===== src/rtl/capture_readout.sv =====
// Streams a completed capture buffer to the UART TX as a framed byte sequence:
// header, 2-byte sample count, then each sample as a hi/lo byte pair.
module capture_readout #(
   parameter int          DATA_WIDTH  = 12,
   parameter int          ADDR_WIDTH  = 9,
   parameter int          DEPTH       = 512,
   parameter logic [7:0]  HEADER_BYTE = 8'hA5
) (
   input  logic                  i_clk,
   input  logic                  i_rst,
   input  logic                  i_start,
   input  logic [ADDR_WIDTH:0]   i_sample_count,
   input  logic [DATA_WIDTH-1:0] i_read_data,
   input  logic                  i_tx_ready,
   output logic [ADDR_WIDTH-1:0] o_read_address,
   output logic                  o_read_en,
   output logic [7:0]            o_tx_data,
   output logic                  o_tx_en,
   output logic                  o_busy,
   output logic                  o_done
);

   localparam int CW = ADDR_WIDTH + 1;

   typedef enum logic [3:0] {
      IDLE, SEND_HDR, SEND_CNT_HI, SEND_CNT_LO, RD_REQ, RD_LATCH,
      SEND_S_HI, SEND_S_LO, GUARD, DONE
   } state_t;

   state_t                state_q, state_nxt, ret_q, ret_nxt;
   logic [ADDR_WIDTH-1:0] addr_q;
   logic [CW-1:0]         count_q;
   logic [DATA_WIDTH-1:0] sample_q;
   logic [7:0]            tx_data_q;
   logic [7:0]            tx_byte;
   logic                  is_send;
   state_t                succ;

   logic [15:0]   count_ext, sample_ext;
   logic [CW-1:0] addr_inc, start_count;
   logic          last_sample;

   assign count_ext   = 16'(count_q);
   assign sample_ext  = 16'(sample_q);
   assign addr_inc    = CW'(addr_q) + CW'(1);
   assign last_sample = (addr_inc == count_q);
   assign start_count = (i_sample_count > CW'(DEPTH)) ? CW'(DEPTH) : i_sample_count;

   always_comb begin
      state_nxt = state_q;
      ret_nxt   = ret_q;
      tx_byte   = 8'h00;
      is_send   = 1'b0;
      succ      = IDLE;
      case (state_q)
         IDLE:        if (i_start) state_nxt = SEND_HDR;
         SEND_HDR:    begin is_send = 1'b1; tx_byte = HEADER_BYTE;      succ = SEND_CNT_HI; end
         SEND_CNT_HI: begin is_send = 1'b1; tx_byte = count_ext[15:8];  succ = SEND_CNT_LO; end
         SEND_CNT_LO: begin
            is_send = 1'b1;
            tx_byte = count_ext[7:0];
            succ    = (count_q == '0) ? DONE : RD_REQ;
         end
         RD_REQ:      state_nxt = RD_LATCH;
         RD_LATCH:    state_nxt = SEND_S_HI;
         SEND_S_HI:   begin is_send = 1'b1; tx_byte = sample_ext[15:8]; succ = SEND_S_LO; end
         SEND_S_LO:   begin
            is_send = 1'b1;
            tx_byte = sample_ext[7:0];
            succ    = last_sample ? DONE : RD_REQ;
         end
         GUARD:       state_nxt = ret_q;
         DONE:        state_nxt = IDLE;
         default:     state_nxt = IDLE;
      endcase
      // GUARD masks the TX's ready drop right after it accepts a byte
      if (is_send && i_tx_ready) begin
         state_nxt = GUARD;
         ret_nxt   = succ;
      end
   end

   always_ff @(posedge i_clk or posedge i_rst) begin
      if (i_rst) begin
         state_q   <= IDLE;
         ret_q     <= IDLE;
         addr_q    <= '0;
         count_q   <= '0;
         sample_q  <= '0;
         tx_data_q <= '0;
      end else begin
         state_q <= state_nxt;
         ret_q   <= ret_nxt;
         if (state_q == IDLE && i_start) begin
            count_q <= start_count;
            addr_q  <= '0;
         end
         if (state_q == RD_LATCH) sample_q <= i_read_data;
         if (o_tx_en) tx_data_q <= tx_byte;
         if (o_tx_en && state_q == SEND_S_LO && !last_sample) addr_q <= addr_q + 1'b1;
      end
   end

   assign o_tx_en        = is_send & i_tx_ready;
   assign o_tx_data      = o_tx_en ? tx_byte : tx_data_q;
   assign o_read_en      = (state_q == RD_REQ);
   assign o_read_address = addr_q;
   assign o_busy         = (state_q != IDLE);
   assign o_done         = (state_q == DONE);

endmodule


===== config.mk =====
export PLATFORM = sky130hd
export DESIGN_NAME = capture_readout
export DESIGN_NICKNAME = d
export VERILOG_FILES = /design/src/rtl/capture_readout.sv
export SDC_FILE = /design/constraint.sdc
export NUM_CORES = 1
export LEC_CHECK = 0
export CORE_MARGIN = 3
export CORE_UTILIZATION = 52
export DETAILED_ROUTE_END_ITERATION = 8
export PLACE_DENSITY = 0.8
export SLEW_MARGIN = 20
export SYNTH_ARGS = -nofsm -noshare
export SYNTH_HDL_FRONTEND = slang
export SYNTH_SLANG_ARGS = --single-unit

===== constraint.sdc =====
create_clock -name i_clk -period 2.8 [get_ports i_clk]
set_input_delay 0.42 -clock i_clk [delete_from_list [all_inputs] [get_ports i_clk]]
set_output_delay 0.42 -clock i_clk [all_outputs]
set_load 0.02 [all_outputs]

==> results.md, run 1 <==
- The first global-routing pass estimated 10,070 microns of wire.
- The final number of max-transition violations came to 0.
- The critical path capture point type is a primary output.
- After the last flow step, the layout net total stands at 349.
- Measured against its own limit, the worst slew margin works out to 54.91%.
- The wire length reported by the detailed router is 5848 microns.
- Setup violations remaining at the end of the flow were counted as 0.
- In this run, distinct cell masters in the synthesized netlist total 51.
- The maximum number of buffers from clock root to sink is 2.
- The number of global-route vias before repair is 2,040.
- The via total after detailed routing is 2,147.
- The static power due to leakage is 1.471 nW.
- The hold violation total from the final report is 0.
- The proportion of layout cells with a drive suffix above 1 is 13.00%.
- The post-synthesis instance area is 2575 sq um.
- The average wire per cell in the routed design is 15.07 microns.
- The port buffer count is 46.
- Once detail routing completed, the nets flagged for antenna violations numbered 0.
- The layout has 357 filler cells.
- In this run the mean area of a mapped cell was 9.502 sq um.
- The number of CTS-inserted buffers is 5.
- The number of design rule violations left after detail routing is 0.
- The post-synth net total is 298.
- The top fanout value on the critical path is 14.
- The initial antenna violation count was 0.
- Leaving out fill and tap cells, the most frequent cells in the layout are dfrtp_1, clkdlybuf4s50_1, nand2_1, nor2_1, o21ai_0.
- The data arrival time of the critical path is 2260 ps.
- The floorplan step defined a die boundary enclosing 5832 sq um.
- The start-to-end type of the worst setup path is input port to primary output.
- In this run, synthesis produced a sequential element count of 47.
- Leaving out fill and tap cells, the most frequent cell in the layout is dfrtp_1.
- The setup skew after layout is 10.98 ps.
- The die is 76.37 microns wide.
- Setup repair after global routing left no endpoint under its margin.
- The post-synthesis sequential area ratio is 45.68%.
- The total overflow left after global routing is 0.
- The total global-route track usage is 21.30%.
- After routing, the total negative slack on setup checks comes to 0 ps.
- In the post-route analysis, the smallest setup slack over all paths is 120.6 ps.
- Across the VDD grid, the largest voltage drop is 0.5040 mV.
- The die height is 76.37 microns.
- The relative area change from synthesis to final layout is 27.07%.
- Hold repair after CTS inserted 0 buffers.
- TritonCTS built the clock tree.
- Once the floorplan was initialized, standard cells occupied 56.41% of the core.
- The required time of the critical path is 2380 ps.
- The run finished with clean final reports.
- The tool flagged a number of max-cap violations equal to 0.
- The share of the clock period used by the worst path is 95.69%.
- The clock net in this run drives a total of 47 sinks.
- The largest net degree at the start of global routing is 48.
- The final period demand of the worst path is 2679 ps.
- Timing would allow up to 373.2 MHz.
- The clock insertion delay at the later pin of the skew report is 300 ps.
- The root buffer cell is clkbuf_8.
- Row generation in the floorplan step produced 24 rows.
- OpenSTA, run right after detailed placement, puts the worst setup slack at 59.25 ps.
- The congestion estimate from routability-driven global placement came to 0.8882.
- Detailed placement finished with a half-perimeter wire length of 4359 microns.
- The total inserted antenna cells is 0.
- Before antenna repair, the detailed router went through 5 iterations.
- The H-tree was split into 2 levels.
- The number of design-rule violations left by the first detailed-router iteration is 244.
- The core outline area is 4564 sq um.
- The clock slew seen by the registers of the worst setup and hold paths is 90 ps.
- The I/O pin count is 47.
- For this design the ratio of total power to cell area is 963.1 nW/um^2.
- The kind of launch point of the worst setup path is an input port.
- The synthesized netlist cell count is 271.
- The path class of the tightest hold or removal check is flop to flop.
- The Yosys step of the flow raised 0 warnings.
- After detailed routing, the number of vias per cell comes to 5.534.
- The slew at the pin closest to its max-slew limit is 670.2 ps.
[synth_stat cells (all sizes together)]
library cell | n | area share, %
a211o | 1 | 0.34
a211oi | 1 | 0.29
a21bo | 1 | 0.39
a21o | 1 | 0.29
a21oi | 8 | 1.7
a221o | 4 | 1.6
a221oi | 5 | 1.7
a22o | 5 | 1.7
a22oi | 1 | 0.29
a31oi | 2 | 1.1
a32o | 1 | 0.39
and2 | 1 | 0.24
and3 | 9 | 2.2
and3b | 1 | 0.34
buf | 7 | 1.7
clkbuf | 8 | 1.2
dfrtp | 47 | 46
ha | 1 | 0.49
inv | 5 | 0.73
mux2 | 14 | 6.1
mux2i | 4 | 1.6
nand2 | 33 | 4.8
nand2b | 10 | 2.4
nand3 | 8 | 2.0
nand4b | 1 | 0.34
nor2 | 26 | 3.8
nor2b | 7 | 1.7
nor3 | 6 | 1.2
nor3b | 1 | 0.29
nor4 | 7 | 1.7
nor4b | 1 | 0.34
o2111a | 1 | 0.49
o21a | 1 | 0.29
o21ai | 23 | 4.5
o311a | 1 | 0.39
o311ai | 1 | 0.34
o31ai | 3 | 0.87
or2 | 1 | 0.24
or3 | 2 | 0.68
xnor2 | 6 | 2.0
xor2 | 5 | 1.7
[cell families after synthesis]
logic type                 share of synthesized area, %
and+or+nand+nor                                   22.30
muxes                                             7.677
xor gates and xnor gates                          3.741
DFF                                               45.68
AOI/OAI and AO/OA                                 16.57
buffers and inverters                             3.547
adders and majority gates                        0.4858
[layer usage]
layer | vias up | track usage, % | share of wire (%)
met3 | 9 | 4.137 | 6.1
met4 | 0 | 8.333 | 1.5
met5 | - | 0 | 0
li1 | 1068 | - | -
met1 | 997 | 31.14 | 48
met2 | 73 | 31.11 | 45
[critical path, stage by stage]
cell             delay, ps
clkdlybuf4s50_1        480
nor2b_1                170
o21ai_1                120
buf_4                  210
o21ai_0                220
clkdlybuf4s50_1        640
[stage by stage]
step	cells	power (mW)	utilization [%]	hold slack, ps	area, sq um
after floorplan	271	2.131	-	447.7	2575
after global placement	379	2.663	68.67	462.8	3134
after detailed placement	379	2.707	68.67	463.9	3134
after CTS	387	3.135	70.86	484.1	3234
after global routing	388	3.400	71.68	509.5	3272
final	388	3.151	71.68	484.2	3272
[flip-flops by register name, indices dropped and copies added, names as in the netlist]
name,count
count_q,10
sample_q,12
state_q,4
ret_q,4
tx_data_q,8
o_read_address,9
[power breakdown]
part	internal [mW]	switching, mW	leakage, nW
Sequential	0.957	0.291	0.595
Combinational	0.682	0.787	0.824
Clock	0.202	0.232	0.0516
Total	1.84	1.31	1.47
[final cells by class]
cell class | count | area, sq um | share of cell area, %
multi-input combinational | 204 | 1326 | 40.54
sequential | 47 | 1180 | 36.06
timing repair buffer | 59 | 569.3 | 17.40
clock buffer | 6 | 82.58 | 2.524
tap | 65 | 81.33 | 2.486
inverter | 5 | 18.77 | 0.5736
clock inverter | 2 | 13.76 | 0.4206
[final timing paths]
path                            slack [ps]                       endpoint                           from  cells past startpoint
worst max-delay path                   120                   o_tx_data[0]                     i_tx_ready                      6
worst min-delay path                   480         state_q[3]$_DFFE_PP0P_           ret_q[3]$_DFFE_PP0P_                      2
worst max register to register         330  o_read_address[7]$_DFFE_PP0P_  o_read_address[0]$_DFFE_PP0P_                      9
worst min register to register         480         state_q[3]$_DFFE_PP0P_           ret_q[3]$_DFFE_PP0P_                      2
max in group asynchronous             1820         state_q[0]$_DFFE_PP0P_                          i_rst                      3
min in group asynchronous              560         tx_data_q[6]$_DFF_PP0_                          i_rst                      3
[timing repair]
action | CTS | global route
buffers inserted | 0 | 1
gates resized for setup | 4 | 10
pin swaps | 0 | 0
endpoints found under the setup margin | 6 | 9
No activity file was read; power rests on OpenSTA's default activity.
==> run 2, diff against run 1 <==
- ABC_AREA: unset -> 1
- CORE_UTILIZATION: 52 -> 53
- CTS_BUF_LIST: unset -> sky130_fd_sc_hd__clkbuf_4 sky130_fd_sc_hd__clkbuf_8 sky130_fd_sc_hd__clkbuf_16
- PLACE_DENSITY: 0.8 -> 0.81
==> run 2 against run 1 <==
  * Wire length rose by 7.4%
  * Area after synthesis grew 1.6%
  * Flip-flop and latch count did not move
  * Global-route usage rose by 1.8 points
  * Sequential share of layout area decreased by 0.71 points
  * Worst setup slack improved by 120 ps
  * Largest cell class unchanged
  * Largest power group unchanged
  * Highest routed layer unchanged
==> results.md, run 2 <==
- The number of CTS-inserted buffers came to 5 (unchanged).
- The number of H-tree levels is 2 (unchanged).
- The worst flop-to-flop path startpoint is o_read_address[0]$_DFFE_PP0P_.
- The proportion of layout cells with a drive suffix above 1 is 13.47% (+0.46 points).
- The part of the power in combinational logic is 46.4% (-0.2 points).
- The CTS tree is built.
- The required time of the critical path came to 2380 ps (about the same).
- The wire length reported by the detailed router came to 6282 microns (+7.4%).
- The per-instance average area after synthesis was 7.628 sq um (-20%).
- The static power due to leakage is 1.631 nW (+11%).
- The number of design-rule violations left by the first detailed-router iteration came to 173 (-29%).
- Setup repair after global routing left no endpoint under its margin.
- The area of the die is 5816 sq um (-0.29%).
- The total global-route track usage came to 23.13% (+1.8 points).
- The first-pass detailed-route iteration total is 4 (-1).
- The final period demand of the worst path is 2561 ps (-118.2 ps).
- The distinct cell type count of the synthesized netlist came to 32 (-37%).
- The post-synth net total is 370 (+24%).
- The power per standard cell area came to 857.1 nW/um^2 (-11%).
- The initial antenna violation count is 0 (unchanged).
- The fraction of power consumed by the clock network is 15.4% (+1.6 points).
- The final number of max-transition violations is 0 (unchanged).
- The post-synthesis instance area is 2616 sq um (+1.6%).
- The most used flip-flop cell after synthesis is dfrtp_1.
- Leaving out fill and tap cells, the most frequent cell in the layout is nand2_1.
- The number of max-cap violations was 0 (unchanged).
- The total of warnings raised by yosys came to 0 (unchanged).
- The post-route antenna net violation count is 0 (unchanged).
- The final design instance area without fill came to 3327 sq um (+1.7%).
- The data arrival time of the critical path is 2140 ps (-120 ps).
- The start-to-end type of the worst setup path is flop to primary output.
- The critical path endpoint is o_tx_en.
- The relative area change from synthesis to final layout was 27.16% (about the same).
- The floorplan row count was 24 (unchanged).
- The cell at the slowest stage of the critical path is clkdlybuf4s50_1.
- The I/O pin count is 47 (unchanged).
- The number of cell instances on the worst register-to-register path is 14 (+5).
- Yosys instantiated no cell more often than nand2_1.
- The endpoint of the most critical register-to-register path is o_read_address[0]$_DFFE_PP0P_.
- The top-area cell type share of the netlist area is 44.95% (-0.72 points).
- The number of enable flip-flop cells after synthesis is 0 (unchanged).
- The most critical setup path has its startpoint at state_q[1]$_DFFE_PP0P_.
- The hold violation total from the final report is 0 (unchanged).
- The global placer's final weighted congestion came to 0.8689 (-2.2%).
- The synthesized flop and latch total was 47 (unchanged).
- The first-pass GRT wire length was 10,940 microns (+8.6%).
- The largest net degree at the start of global routing came to 48 (unchanged).
- Traced cell by cell, the critical path runs through inv_2, nand2_1, nor2_2, a21oi_2, nor2_4, buf_4, clkdlybuf4s50_1.
- The initial core utilization is 57.32% (+0.90 points).
- The worst relative slew slack came to 49.03% (-5.9 points).
- The core outline area is 4564 sq um (unchanged).
- The setup skew after layout is 9.904 ps (-1.079 ps).
- The clock insertion delay at the later pin of the skew report is 300 ps (about the same).
- The total of endpoints with negative setup slack in the final report is 0 (unchanged).
- The number of global-route vias before repair is 2,332 (+14%).
- The share of the clock period used by the worst path was 91.47% (-4.2 points).
- The switching fraction of total power is 40.58% (-1.0 points).
- The maximum frequency from static timing analysis is 390.4 MHz (+4.6%).
- In the synthesized netlist, the cells that appear most often are nand2_1, dfrtp_1, inv_1, nand3_1, nor2_1.
- The instance area at placement is 3169 sq um (+1.1%).
- The top fanout value on the critical path is 7 (-7).
- The accumulated negative setup slack was 0 ps (unchanged).
- The synthesized design spends more area on one cell type than any other, namely dfrtp_1.
- The clock slew seen by the registers of the worst setup and hold paths is 90 ps (about the same).
- The residual overflow from global routing came to 0 (unchanged).
- The die height is 76.26 microns (-0.14%).
- Yosys attributes the largest share of cell area to dfrtp_1, nand2_1, nand3_1.
- The internal power contribution came to 1.694 mW (-8.0%).
- Ranked by flip-flop count, first place goes to sample_q.
- The fraction of power consumed by sequential logic is 38.2% (-1.4 points).
- The total inserted antenna cells is 0 (unchanged).
- The number of buffer and inverter instances along the worst setup path is 3 (unchanged).
- The hold buffer count at cts came to 0 (unchanged).
- The delay contributed by the slowest stage of the critical path was 600 ps (-40 ps).
- The critical path capture point type is a primary output.
- The average via count per standard cell is 5.200 (-6.0%).
- The clock net sink count is 47 (unchanged).
- The via total after detailed routing came to 2,423 (+13%).
- The total stage count of the critical path was 7 (+1).
- The number of nets in the finished design is 427 (+22%).
- The worst min-delay path class is flop to flop.
- In the layout the commonest cells are nand2_1, dfrtp_1, inv_1, nand3_1, clkdlybuf4s50_1.
- The flow ran to the end, and the final reports show no timing, DRC or antenna violations.
- The worst hold margin is 484.5 ps (+0.2560 ps).
- The post-synthesis sequential area ratio is 44.95% (-0.72 points).
- The number of flip-flops under the largest register name is 12 (unchanged).
- STA classifies the critical path startpoint as a flop.
- The fraction of registers with async set/reset is 100.0% (unchanged).
- The fraction of the core area covered by cells at the end of the flow is 72.89% (+1.2 points).
- The slew at the pin closest to its max-slew limit is 762.4 ps (+92.14 ps).
- The setup slack of the most critical reg-to-reg path is 610 ps (+280 ps).
- The port buffer count is 46 (unchanged).
- The maximum number of buffers from clock root to sink is 2 (unchanged).
- The worst voltage drop across the vdd grid is 0.5744 mV (+14%).
- The cell family contributing the most delay on the critical path is buffers and inverters.
- The die width is 76.26 microns (-0.14%).
- The switching power total is 1.157 mW (-12%).
- The tree is rooted in a clkbuf_8.
- The number of design rule violations left after detail routing was 0 (unchanged).
- The synthesized netlist cell count is 343 (+27%).
- The HPWL after detailed placement is 4852 microns (+11%).
- The average wire per cell in the routed design was 13.48 microns (-11%).
## run 2: cell types whose count changed in the layout (fill, tap and decap cells not counted), moves of 7 or more
cell,change
and3_1,-9
nand3_1,+33
mux2_1,-9
inv_1,+40
o21ai_1,-8
nand2_1,+53
nand2b_1,-10
nor2_1,+7
## run 2: final cells by class
| class | instances | area, sq um |
|---|---|---|
| inverters | 50 | 187.7 |
| clock buffers | 7 | 90.09 |
| well taps | 65 | 81.33 |
| clock inverters | 1 | 8.758 |
| flip-flops and latches | 47 | 1176 |
| repair buffers | 56 | 551.8 |
| multi-input cells | 240 | 1231 |
| fillers | 386 | 1237 |
## run 2: worst min-delay path by stage
stage,end,from,depth (start not counted),slack (ps)
2_1_floorplan,ret_q[1]$_DFFE_PP0P_,ret_q[1]$_DFFE_PP0P_,2,450
3_3_place_gp,ret_q[1]$_DFFE_PP0P_,ret_q[1]$_DFFE_PP0P_,2,470
3_5_place_dp,tx_data_q[6]$_DFF_PP0_,tx_data_q[6]$_DFF_PP0_,2,470
4_1_cts,tx_data_q[6]$_DFF_PP0_,tx_data_q[6]$_DFF_PP0_,2,490
5_1_grt,tx_data_q[6]$_DFF_PP0_,tx_data_q[6]$_DFF_PP0_,2,520
6_report,tx_data_q[6]$_DFF_PP0_,tx_data_q[6]$_DFF_PP0_,2,480
## run 2: metrics by stage
step | power, mW | setup WS, ps | cells
after floorplan | 1.941 | 698.2 | 343
after detailed placement | 2.411 | 148.6 | 454
after CTS | 2.867 | 0.4221 | 464
after global placement | 2.375 | 177.2 | 454
final | 2.852 | 238.7 | 466
after global routing | 3.080 | 106.0 | 466
## run 2: what timing repair did
| item | in CTS | in global routing |
|---|---|---|
| buffers inserted | 2 | 2 |
| resized for setup | 3 | 8 |
| pin swaps | 1 | 1 |
| endpoints found under the setup margin | 5 | 7 |
## run 2: worst min-delay path, delay by kind of cell (launching register included)
family	cells	cell delay [ps]
AND/OR/NAND/NOR	2	130
flip-flops	1	330
## run 2: power by group through the flow
stage	Clock, mW	Combinational [mW]	Sequential, mW
2_1_floorplan	0	0.893	1.05
3_3_place_gp	0	1.28	1.10
3_5_place_dp	0	1.31	1.10
4_1_cts	0.448	1.33	1.09
5_1_grt	0.492	1.47	1.11
6_report	0.439	1.32	1.09
## run 2: routing by layer
metal	routed length [microns]	track usage [%]
met1	2997	32.98
met4	18	5.435
met5	0	0
met2	2937	36.91
met3	329	3.901
## run 2: kinds of logic (layout without fill, tap and decap cells)
family,count (synthesis),in the layout,share of synthesized area [%]
AND/OR/NAND/NOR,188,188,32.81
buffers and inverters,56,114,8.464
AO/OA/AOI/OAI,42,42,9.421
flip-flops,47,47,44.95
multiplexers,9,9,3.874
adder cells (fa/ha/maj),1,1,0.4782
